**src/rtl/stopwatch_pkg.sv**
```systemverilog
// Shared definitions for the stopwatch display blocks.
//   state_e   : controller states
//   SEG_*     : active-low 7-segment glyphs {dp,g,f,e,d,c,b,a}, dp off
//   BCD_W     : width of one BCD digit
package stopwatch_pkg;

  localparam int BCD_W = 4;

  typedef enum logic [1:0] {
    IDLE  = 2'd0,
    RUN   = 2'd1,
    PAUSE = 2'd2,
    LAP   = 2'd3
  } state_e;

  localparam logic [7:0] SEG_0     = 8'hC0;
  localparam logic [7:0] SEG_1     = 8'hF9;
  localparam logic [7:0] SEG_2     = 8'hA4;
  localparam logic [7:0] SEG_3     = 8'hB0;
  localparam logic [7:0] SEG_4     = 8'h99;
  localparam logic [7:0] SEG_5     = 8'h92;
  localparam logic [7:0] SEG_6     = 8'h82;
  localparam logic [7:0] SEG_7     = 8'hF8;
  localparam logic [7:0] SEG_8     = 8'h80;
  localparam logic [7:0] SEG_9     = 8'h98;
  localparam logic [7:0] SEG_BLANK = 8'hFF;

endpackage

```
**src/rtl/seg7_encode.sv**
```systemverilog
// BCD digit to active-low 7-segment pattern.
//   bcd     : 4-bit BCD digit; codes 10..15 render blank
//   dp_en   : 1 lights the decimal point
//   segment : active-low {dp,g,f,e,d,c,b,a}
import stopwatch_pkg::*;

module seg7_encode (
  input  logic [BCD_W-1:0] bcd,
  input  logic             dp_en,
  output logic [7:0]       segment
);

  logic [7:0] glyph;

  always_comb begin
    glyph = SEG_BLANK;
    case (bcd)
      4'd0:    glyph = SEG_0;
      4'd1:    glyph = SEG_1;
      4'd2:    glyph = SEG_2;
      4'd3:    glyph = SEG_3;
      4'd4:    glyph = SEG_4;
      4'd5:    glyph = SEG_5;
      4'd6:    glyph = SEG_6;
      4'd7:    glyph = SEG_7;
      4'd8:    glyph = SEG_8;
      4'd9:    glyph = SEG_9;
      default: glyph = SEG_BLANK;
    endcase
    // dp is independent of the digit glyph
    segment = {~dp_en, glyph[6:0]};
  end

endmodule

```
**src/rtl/stopwatch_scan.sv**
```systemverilog
// N-digit BCD stopwatch with start/stop/lap/clear control and a
// multiplexed active-low 7-segment display driver. Single clock; the
// count tick and the digit scan are clock enables from prescalers.
//   clk, reset_n           : clock, async active-low reset
//   start/stop/lap/clear   : one-cycle control pulses (clear>stop>start>lap)
//   count                  : live BCD count, digit 0 in [3:0]
//   segment                : active-low {dp,g,f,e,d,c,b,a} of scanned digit
//   anodes                 : active-low one-hot digit select
//   running/lap_active     : RUN or LAP / LAP
//   overflow               : sticky, set when all-9s receives a tick
import stopwatch_pkg::*;

module stopwatch_scan #(
  parameter int NUM_DIGITS = 4,
  parameter int TICK_DIV   = 50000,
  parameter int SCAN_DIV   = 50000,
  parameter int WRAP       = 1,
  parameter int DP_POS     = 3
) (
  input  logic                        clk,
  input  logic                        reset_n,
  input  logic                        start,
  input  logic                        stop,
  input  logic                        lap,
  input  logic                        clear,
  output logic [BCD_W*NUM_DIGITS-1:0] count,
  output logic [7:0]                  segment,
  output logic [NUM_DIGITS-1:0]       anodes,
  output logic                        running,
  output logic                        lap_active,
  output logic                        overflow
);

  localparam int TW     = $clog2(TICK_DIV);
  localparam int SW     = $clog2(SCAN_DIV);
  localparam int IW     = $clog2(NUM_DIGITS);
  localparam bit DP_ON  = (DP_POS < NUM_DIGITS);
  localparam int DP_IDX = DP_ON ? DP_POS : 0;

  state_e state_q, state_d;
  logic   cap_lap;

  logic [NUM_DIGITS-1:0][BCD_W-1:0] count_q, count_inc, count_d, lap_q, disp;
  logic [NUM_DIGITS:0]              carry;

  logic [TW-1:0] tick_cnt;
  logic [SW-1:0] scan_cnt;
  logic [IW-1:0] scan_idx;
  logic          ovf_q;
  logic          run_en, tick;

  // ---------------- control FSM ----------------
  always_ff @(posedge clk or negedge reset_n) begin
    if (!reset_n) state_q <= IDLE;
    else          state_q <= state_d;
  end

  // Only the highest-priority asserted pulse is considered; if it is not
  // meaningful in the current state, nothing happens.
  always_comb begin
    state_d = state_q;
    cap_lap = 1'b0;
    if (clear) begin
      state_d = IDLE;
    end else if (stop) begin
      if (state_q == RUN || state_q == LAP) state_d = PAUSE;
    end else if (start) begin
      if (state_q == IDLE || state_q == PAUSE) state_d = RUN;
    end else if (lap) begin
      if (state_q == RUN) begin
        state_d = LAP;
        cap_lap = 1'b1;
      end else if (state_q == LAP) begin
        state_d = RUN;
      end
    end
  end

  assign run_en = (state_q == RUN) || (state_q == LAP);
  assign tick   = run_en && (tick_cnt == TW'(TICK_DIV - 1));

  // ---------------- BCD chain ----------------
  assign carry[0] = tick;

  generate
    for (genvar i = 0; i < NUM_DIGITS; i++) begin : g_bcd
      logic at9;
      assign at9          = (count_q[i] == BCD_W'(9));
      assign carry[i+1]   = carry[i] && at9;
      assign count_inc[i] = !carry[i] ? count_q[i] :
                            at9       ? '0         :
                                        count_q[i] + BCD_W'(1);
    end
  endgenerate

  // carry out of the top digit means the count was all 9s on a tick
  assign count_d = (carry[NUM_DIGITS] && WRAP == 0) ? count_q : count_inc;

  always_ff @(posedge clk or negedge reset_n) begin
    if (!reset_n) begin
      count_q  <= '0;
      lap_q    <= '0;
      tick_cnt <= '0;
      ovf_q    <= 1'b0;
    end else if (clear) begin
      count_q  <= '0;
      lap_q    <= '0;
      tick_cnt <= '0;
      ovf_q    <= 1'b0;
    end else begin
      count_q <= count_d;
      if (carry[NUM_DIGITS]) ovf_q <= 1'b1;
      // capture pre-increment value when a tick lands on the lap edge
      if (cap_lap) lap_q <= count_q;
      // prescaler is held outside RUN/LAP so a resume keeps the phase
      if (run_en) tick_cnt <= tick ? '0 : tick_cnt + TW'(1);
    end
  end

  // ---------------- display scan ----------------
  always_ff @(posedge clk or negedge reset_n) begin
    if (!reset_n) begin
      scan_cnt <= '0;
      scan_idx <= '0;
    end else if (scan_cnt == SW'(SCAN_DIV - 1)) begin
      scan_cnt <= '0;
      scan_idx <= (scan_idx == IW'(NUM_DIGITS - 1)) ? '0 : scan_idx + IW'(1);
    end else begin
      scan_cnt <= scan_cnt + SW'(1);
    end
  end

  generate
    for (genvar i = 0; i < NUM_DIGITS; i++) begin : g_an
      assign anodes[i] = (scan_idx != IW'(i));
    end
  endgenerate

  assign disp = (state_q == LAP) ? lap_q : count_q;

  logic [BCD_W-1:0] disp_digit;
  logic             dp_en;

  assign disp_digit = disp[scan_idx];
  assign dp_en      = DP_ON && (scan_idx == IW'(DP_IDX));

  seg7_encode u_seg (
    .bcd     (disp_digit),
    .dp_en   (dp_en),
    .segment (segment)
  );

  assign count      = count_q;
  assign running    = run_en;
  assign lap_active = (state_q == LAP);
  assign overflow   = ovf_q;

endmodule

```
**config.mk**
```make
export PLATFORM = sky130hd
export DESIGN_NAME = stopwatch_scan
export DESIGN_NICKNAME = d
export VERILOG_FILES = /design/src/rtl/stopwatch_pkg.sv /design/src/rtl/seg7_encode.sv /design/src/rtl/stopwatch_scan.sv
export SDC_FILE = /design/constraint.sdc
export NUM_CORES = 1
export LEC_CHECK = 0
export CAP_MARGIN = 20
export CELL_PAD_IN_SITES_DETAIL_PLACEMENT = 0
export CELL_PAD_IN_SITES_GLOBAL_PLACEMENT = 2
export CORE_ASPECT_RATIO = 2
export CORE_MARGIN = 5
export CORE_UTILIZATION = 35
export CTS_BUF_LIST = sky130_fd_sc_hd__clkbuf_8
export DETAILED_ROUTE_END_ITERATION = 8
export PLACE_DENSITY = 0.88
export REMOVE_ABC_BUFFERS = 1
export SLEW_MARGIN = 20
export SYNTH_ARGS = -nofsm -noshare
export SYNTH_HDL_FRONTEND = slang
export SYNTH_SLANG_ARGS = --single-unit
```
**constraint.sdc**
```tcl
create_clock -name clk -period 2.2 [get_ports clk]
set_input_delay 0.22 -clock clk [delete_from_list [all_inputs] [get_ports clk]]
set_output_delay 0.22 -clock clk [all_outputs]
set_load 0.05 [all_outputs]
```
### Word level (Yosys, flattened, before mapping)

Memories as Yosys holds them, arrays and structs flattened.
Cells that the tools add are included.

| word-level totals | value |
|---|---|
| register bits after elaboration | 69 |
| output and inout port bits | 31 |
| memories kept | 1 |
| word-level logic and storage cells | 91 |
| bits in read-only memories | 112 |

Memories:

| memory | words | bits a word | read ports | clocked after Yosys merged registers in | wr ports | RTL line | text |
|---|---|---|---|---|---|---|---|
| (no name shown) | 16 | 7 | 1 | 0 | 0 | seg7_encode.sv:17 | `case (bcd)` |

| operators by class | value |
|---|---|
| $lt $le $gt $ge | 1 |
| equal/unequal tests | 15 |
| reductions and logical operators | 19 |
| bitwise operators | 1 |
| $add $sub $neg | 7 |
| muxes and demuxes | 34 |

Operators by type and width:

| kind | count |
|---|---|
| $mux 16 | 8 |
| $mux 4 | 9 |
| $add 16x1->16 const B | 2 |
| $eq 16x16->1 const B | 2 |
| $mux 2 | 9 |
| $add 4x1->4 const B | 4 |
| $eq 4x4->1 const B | 4 |
| $reduce_bool 2->1 | 8 |
| $bmux 4 s2 | 1 |
| $mux 1 | 7 |
| $eq 2x2->1 const B | 3 |
| $logic_and 1x1->1 | 5 |
| $reduce_bool 5->1 | 1 |
| $ne 2x2->1 const B | 2 |
| $ne 4x1->1 const B | 1 |
| $reduce_and 4->1 | 1 |
| $reduce_bool 4->1 | 1 |
| $lt 2x3->1 const B | 1 |
| $ne 3x1->1 const B | 1 |
| $add 2x1->2 const B | 1 |
| $eq 2x1->1 const B | 1 |
| $logic_not 2->1 | 1 |
| $logic_or 1x1->1 | 2 |
| $ne 2x1->1 const B | 1 |
| $not 1->1 | 1 |

### Longest topological paths before layout

| logic depth | value |
|---|---|
| depth in word-level cells | 9 |
| gate-level depth with buffers | 9 |
| mapped depth without buffers | 8 |

### Cells and area by module

A second synthesis with hierarchy kept.

| second synthesis, totals | value |
|---|---|
| cells, all modules | 418 |
| area total of the unflattened synthesis | 3938.8 µm² |

Modules (own cells, without submodules):

| module | area an instance (µm²) | cells each | times used |
|---|---|---|---|
| stopwatch_scan | 3722.3 | 386 | 1 |
| seg7_encode | 216.5 | 32 | 1 |

### Worst setup path after synthesis

No wires, ideal clock.

| timing | value |
|---|---|
| path kind | flip-flop to output port |
| start point | register state_q[0] |
| end point | output port segment[0] |
| slack | -0.794 ns |
| arrival time | 2.774 ns |
| data required time | 1.980 ns |
| stages on the path, launching flop included | 8 |
| path through | dfrtp_1 -> nand2_1 -> mux4_2 -> mux2i_4 -> ha_1 -> inv_1 -> mux2_2 -> a2bb2oi_1 |

| between the ends | value |
|---|---|
| word-level cells in the longest chain between the ends | 5 |

Ends and longest elaborated chain:

| what | RTL line | text |
|---|---|---|
| start: declaration | stopwatch_scan.sv:40 | `state_e state_q, state_d;` |
| start signal: assignment | stopwatch_scan.sv:55 | `else state_q <= state_d;` |
| $eq 2x2->1 | stopwatch_scan.sv:139 | `assign disp = (state_q == LAP) ? lap_q : count_q;` |
| $mux 16 | stopwatch_scan.sv:139 |  |
| $bmux 4 s2 | stopwatch_scan.sv:144 | `assign disp_digit = disp[scan_idx];` |
| $mux 4 (implied by the code) | stopwatch_scan.sv:144 |  |
| $mem_v2 16x7 | - |  |
| end: declaration | stopwatch_scan.sv:27 | `output logic [7:0] segment,` |

Every way passes these cells. The select of a mux whose other input is x is not followed.

### Worst setup path in the final report

| timing | value |
|---|---|
| start point | register state_q[0] |
| end point | output port segment[3] |

Same word-level chain as after synthesis.

==> key figures <==
Global route
  – Gr ovfl total: 0
  – Number of global-route vias before repair: 3,303
  – Global Route Usage Sum: ~15%
  – Initial antenna violation count: 0
  – First-pass GRT wire length: between 15 and 20 mm
  – Largest net degree at the start of global routing: 70

Synthesis
  – Synth area leader: dfrtp_1
  – Fraction of registers with async set/reset: 100%
  – Synth unique cells: 53
  – Share of the synthesized area in the top cell type: 44.2%
  – Post-synth EDFFs: 0
  – Area contributors post-synth: dfrtp_1, mux2i_1, nor2_1
  – Most used DFF post-synth: dfrtp_1
  – Synth warn: 0
  – Mapped Cells: 383
  – Avg Inst Size Synth: about 10 um^2
  – Cell area after synthesis: around 4000 um^2
  – Sequential-to-total area share from yosys stat: 44.2%
  – Seq cells post-synth: approximately 70

Routing
  – Residual DRC count: 0
  – TritonRoute pass-1 iters: 4
  – WL final: 9.89 mm
  – Detail Route Antenna Nets: 0
  – Routed length per placed instance: between 15 and 20 um
  – Via-per-instance ratio: 5.09
  – Vias after detailed routing: 3,138
  – Initial DRC Count: 113

STA
  – Final worst path period share: 122%
  – Post-layout min period: 2.68 ns
  – Finish-stage setup viols: 7
  – Setup WS post-layout: -0.476 ns
  – Fin. max-slew vios: 0
  – Setup TNS: -2.94 ns
  – Final hold slack: just under 0.4 ns
  – Worst Tran Pin Value: approximately 0.52 ns
  – Hold violation total from the final report: 0
  – Fmax: 374 MHz
  – Worst slew margin: roughly two thirds
  – RSZ-0062 raised after global routing: true
  – Layout Skew: 0.00955 ns

Final layout
  – Syn-to-layout area delta: 34.1%
  – # diodes: 0
  – Most frequent cells in the layout: dfrtp_1, nor2_1, buf_4, mux2i_1, clkdlybuf4s50_1
  – Most common cell after layout, fill and taps aside: dfrtp_1
  – Fraction of layout cells with a size suffix above 1: 27.5%
  – Final net count: 496
  – Final Non-Filler Cells: ~620
  – Final Util: 47.9%

Die
  – Die area: between 10,000 and 15,000 um^2
  – Initial cell density of the core: between 30% and 40%
  – Row count: 54
  – Core ar.: 10,900 um^2
  – Die height: 159 um
  – Die width: 84.7 um
  – I/O pins: 37

Pwr
  – VDD IR max: around 330 uV
  – Static Leak: 2.30 nW
  – Power density over cell area: 466 nW/um^2

CTS
  – Clock sink count: 69
  – Htree depth: 3
  – Clk root buf: clkbuf_8
  – Clock transition at path regs: 0.08 ns
  – CTS tree: done
  – CTS buffer count: 9
  – Clk Latency, worst-skew pair: 0.36 ns
  – CTS Buffer Depth: 2

Place
  – DP Cell Count: a little under 600
  – IO buf count: 36
  – Detailed Place HPWL: about 7.3 mm
  – Routability cong.: 0.824
  – Worst slack, placed: -0.282 ns

Run status
  – Failing checks: negative setup slack
  – Outcome: complete, but fails checks

Critical path
  – CP arrival: between 2 and 2.5 ns
  – CP bufs+invs: 2
  – Kind of critical path: register to primary output
  – Worst stage delay on the critical path: 0.53 ns
  – Setup crit end kind: primary output
  – Slowest CP cell: mux4_2
  – Worst-path fanout max: 4
  – CP delay by family, top: multiplexers
  – Setup crit start kind: register
  – Critical Path RT: 1.98 ns
  – Worst path cell trace: nand2_2 > mux4_2 > mux2i_4 > ha_2 > inv_2 > mux2_4 > a22oi_2 > buf_12

Run
  – Max-Cap Viols: 0

Hold path
  – Hold Path Class: primary input to asynchronous set/reset pin
-- stage by stage --
step           cell area [um^2]  power [mW]
2_1_floorplan              3830        1.32
3_3_place_gp               4860        1.39
3_5_place_dp               4860        1.39
4_1_cts                    5150        2.47
5_1_grt                    5240        2.54
6_report                   5240        2.44
-- Yosys cell counts, drive strengths merged (5+ instances only) --
library cell	number
inv	16
nand4	8
nand3	17
xnor2	13
mux4	8
ha	19
a21oi	16
nor2b	5
or3	5
nand2	17
buf	7
dfrtp	69
mux2i	27
nand2b	6
xor2	15
nor3	6
nor2	66
clkbuf	9
-- sequential cells by signal (all words and copies together), names as in the netlist --
| register | flops |
|---|---|
| count | 16 |
| lap_q | 16 |
| overflow | 1 |
| scan_cnt | 16 |
| scan_idx | 2 |
| state_q | 2 |
| tick_cnt | 16 |
-- area by class of cell --
type / count / area [um^2]
Clock buffer: 9 / 124
Clock inverter: 7 / 81.3
Fill cell: 1061 / 5700
Inverter: 17 / 63.8
Multi-Input combinational cell: 280 / 2160
Sequential cell: 69 / 1730
Tap cell: 140 / 175
Timing Repair Buffer: 94 / 913
-- metal layers --
layer / global-route usage (%) / part of all wire, % / wire [um] / up-vias
met5: 0 / 0 / 0 / -
met4: 6.20 / 3.0 / 299 / 0
met3: 3.68 / 3.1 / 307 / 20
met2: 29.4 / 58 / 5720 / 42
met1: 15.0 / 36 / 3570 / 1565
li1: - / - / - / 1511
-- worst min-delay path, delay by kind of cell --
family / cells / cell delay [ns]
buffers and inverters: 3 / 0.94
-- report_power, final --
group | internal, mW | switching, mW | leakage, nW
registers | 1.27 | 0.00257 | 0.947
clock network | 0.538 | 0.541 | 0.101
logic | 0.0296 | 0.0606 | 1.26
total | 1.84 | 0.604 | 2.30
-- path summary, 6_finish.rpt --
kind	start	depth (start not counted)	slack, ns	to
worst max-delay path	state_q[0]$_DFFE_PN0P_	8	-0.48	segment[3]
max in group asynchronous	reset_n	3	1.47	scan_idx[0]$_DFFE_PN0N_
worst max register to register	state_q[0]$_DFFE_PN0P_	7	0.16	count[0]$_DFFE_PN0P_
worst min-delay path	reset_n	3	0.39	lap_q[4]$_DFFE_PN0P_
worst min register to register	scan_cnt[7]$_DFF_PN0_	1	0.49	scan_cnt[7]$_DFF_PN0_
min in group clk	start	3	0.48	state_q[0]$_DFFE_PN0P_
-- cells by family (layout without fill, tap and decap cells) --
group / after synthesis / in the layout / synth area share [%]
AOI/OAI and AO/OA: 38 / 38 / 6.50
xor gates and xnor gates: 28 / 28 / 6.27
buffers and inverters: 34 / 127 / 3.65
DFF: 69 / 69 / 44.2
and+or+nand+nor: 156 / 156 / 20.3
muxes: 39 / 39 / 13.1
adders and majority gates: 19 / 19 / 6.08
-- timing repair --
action | in CTS | in global routing
endpoints found under the setup margin | 7 | 10
setup buffers | 2 | 4
gates resized for setup | 12 | 16
pin swaps | 4 | 6
hold endpoints to repair | 69 | 0
hold buffers | 1 | 0
(Power assumes the default switching activity.)
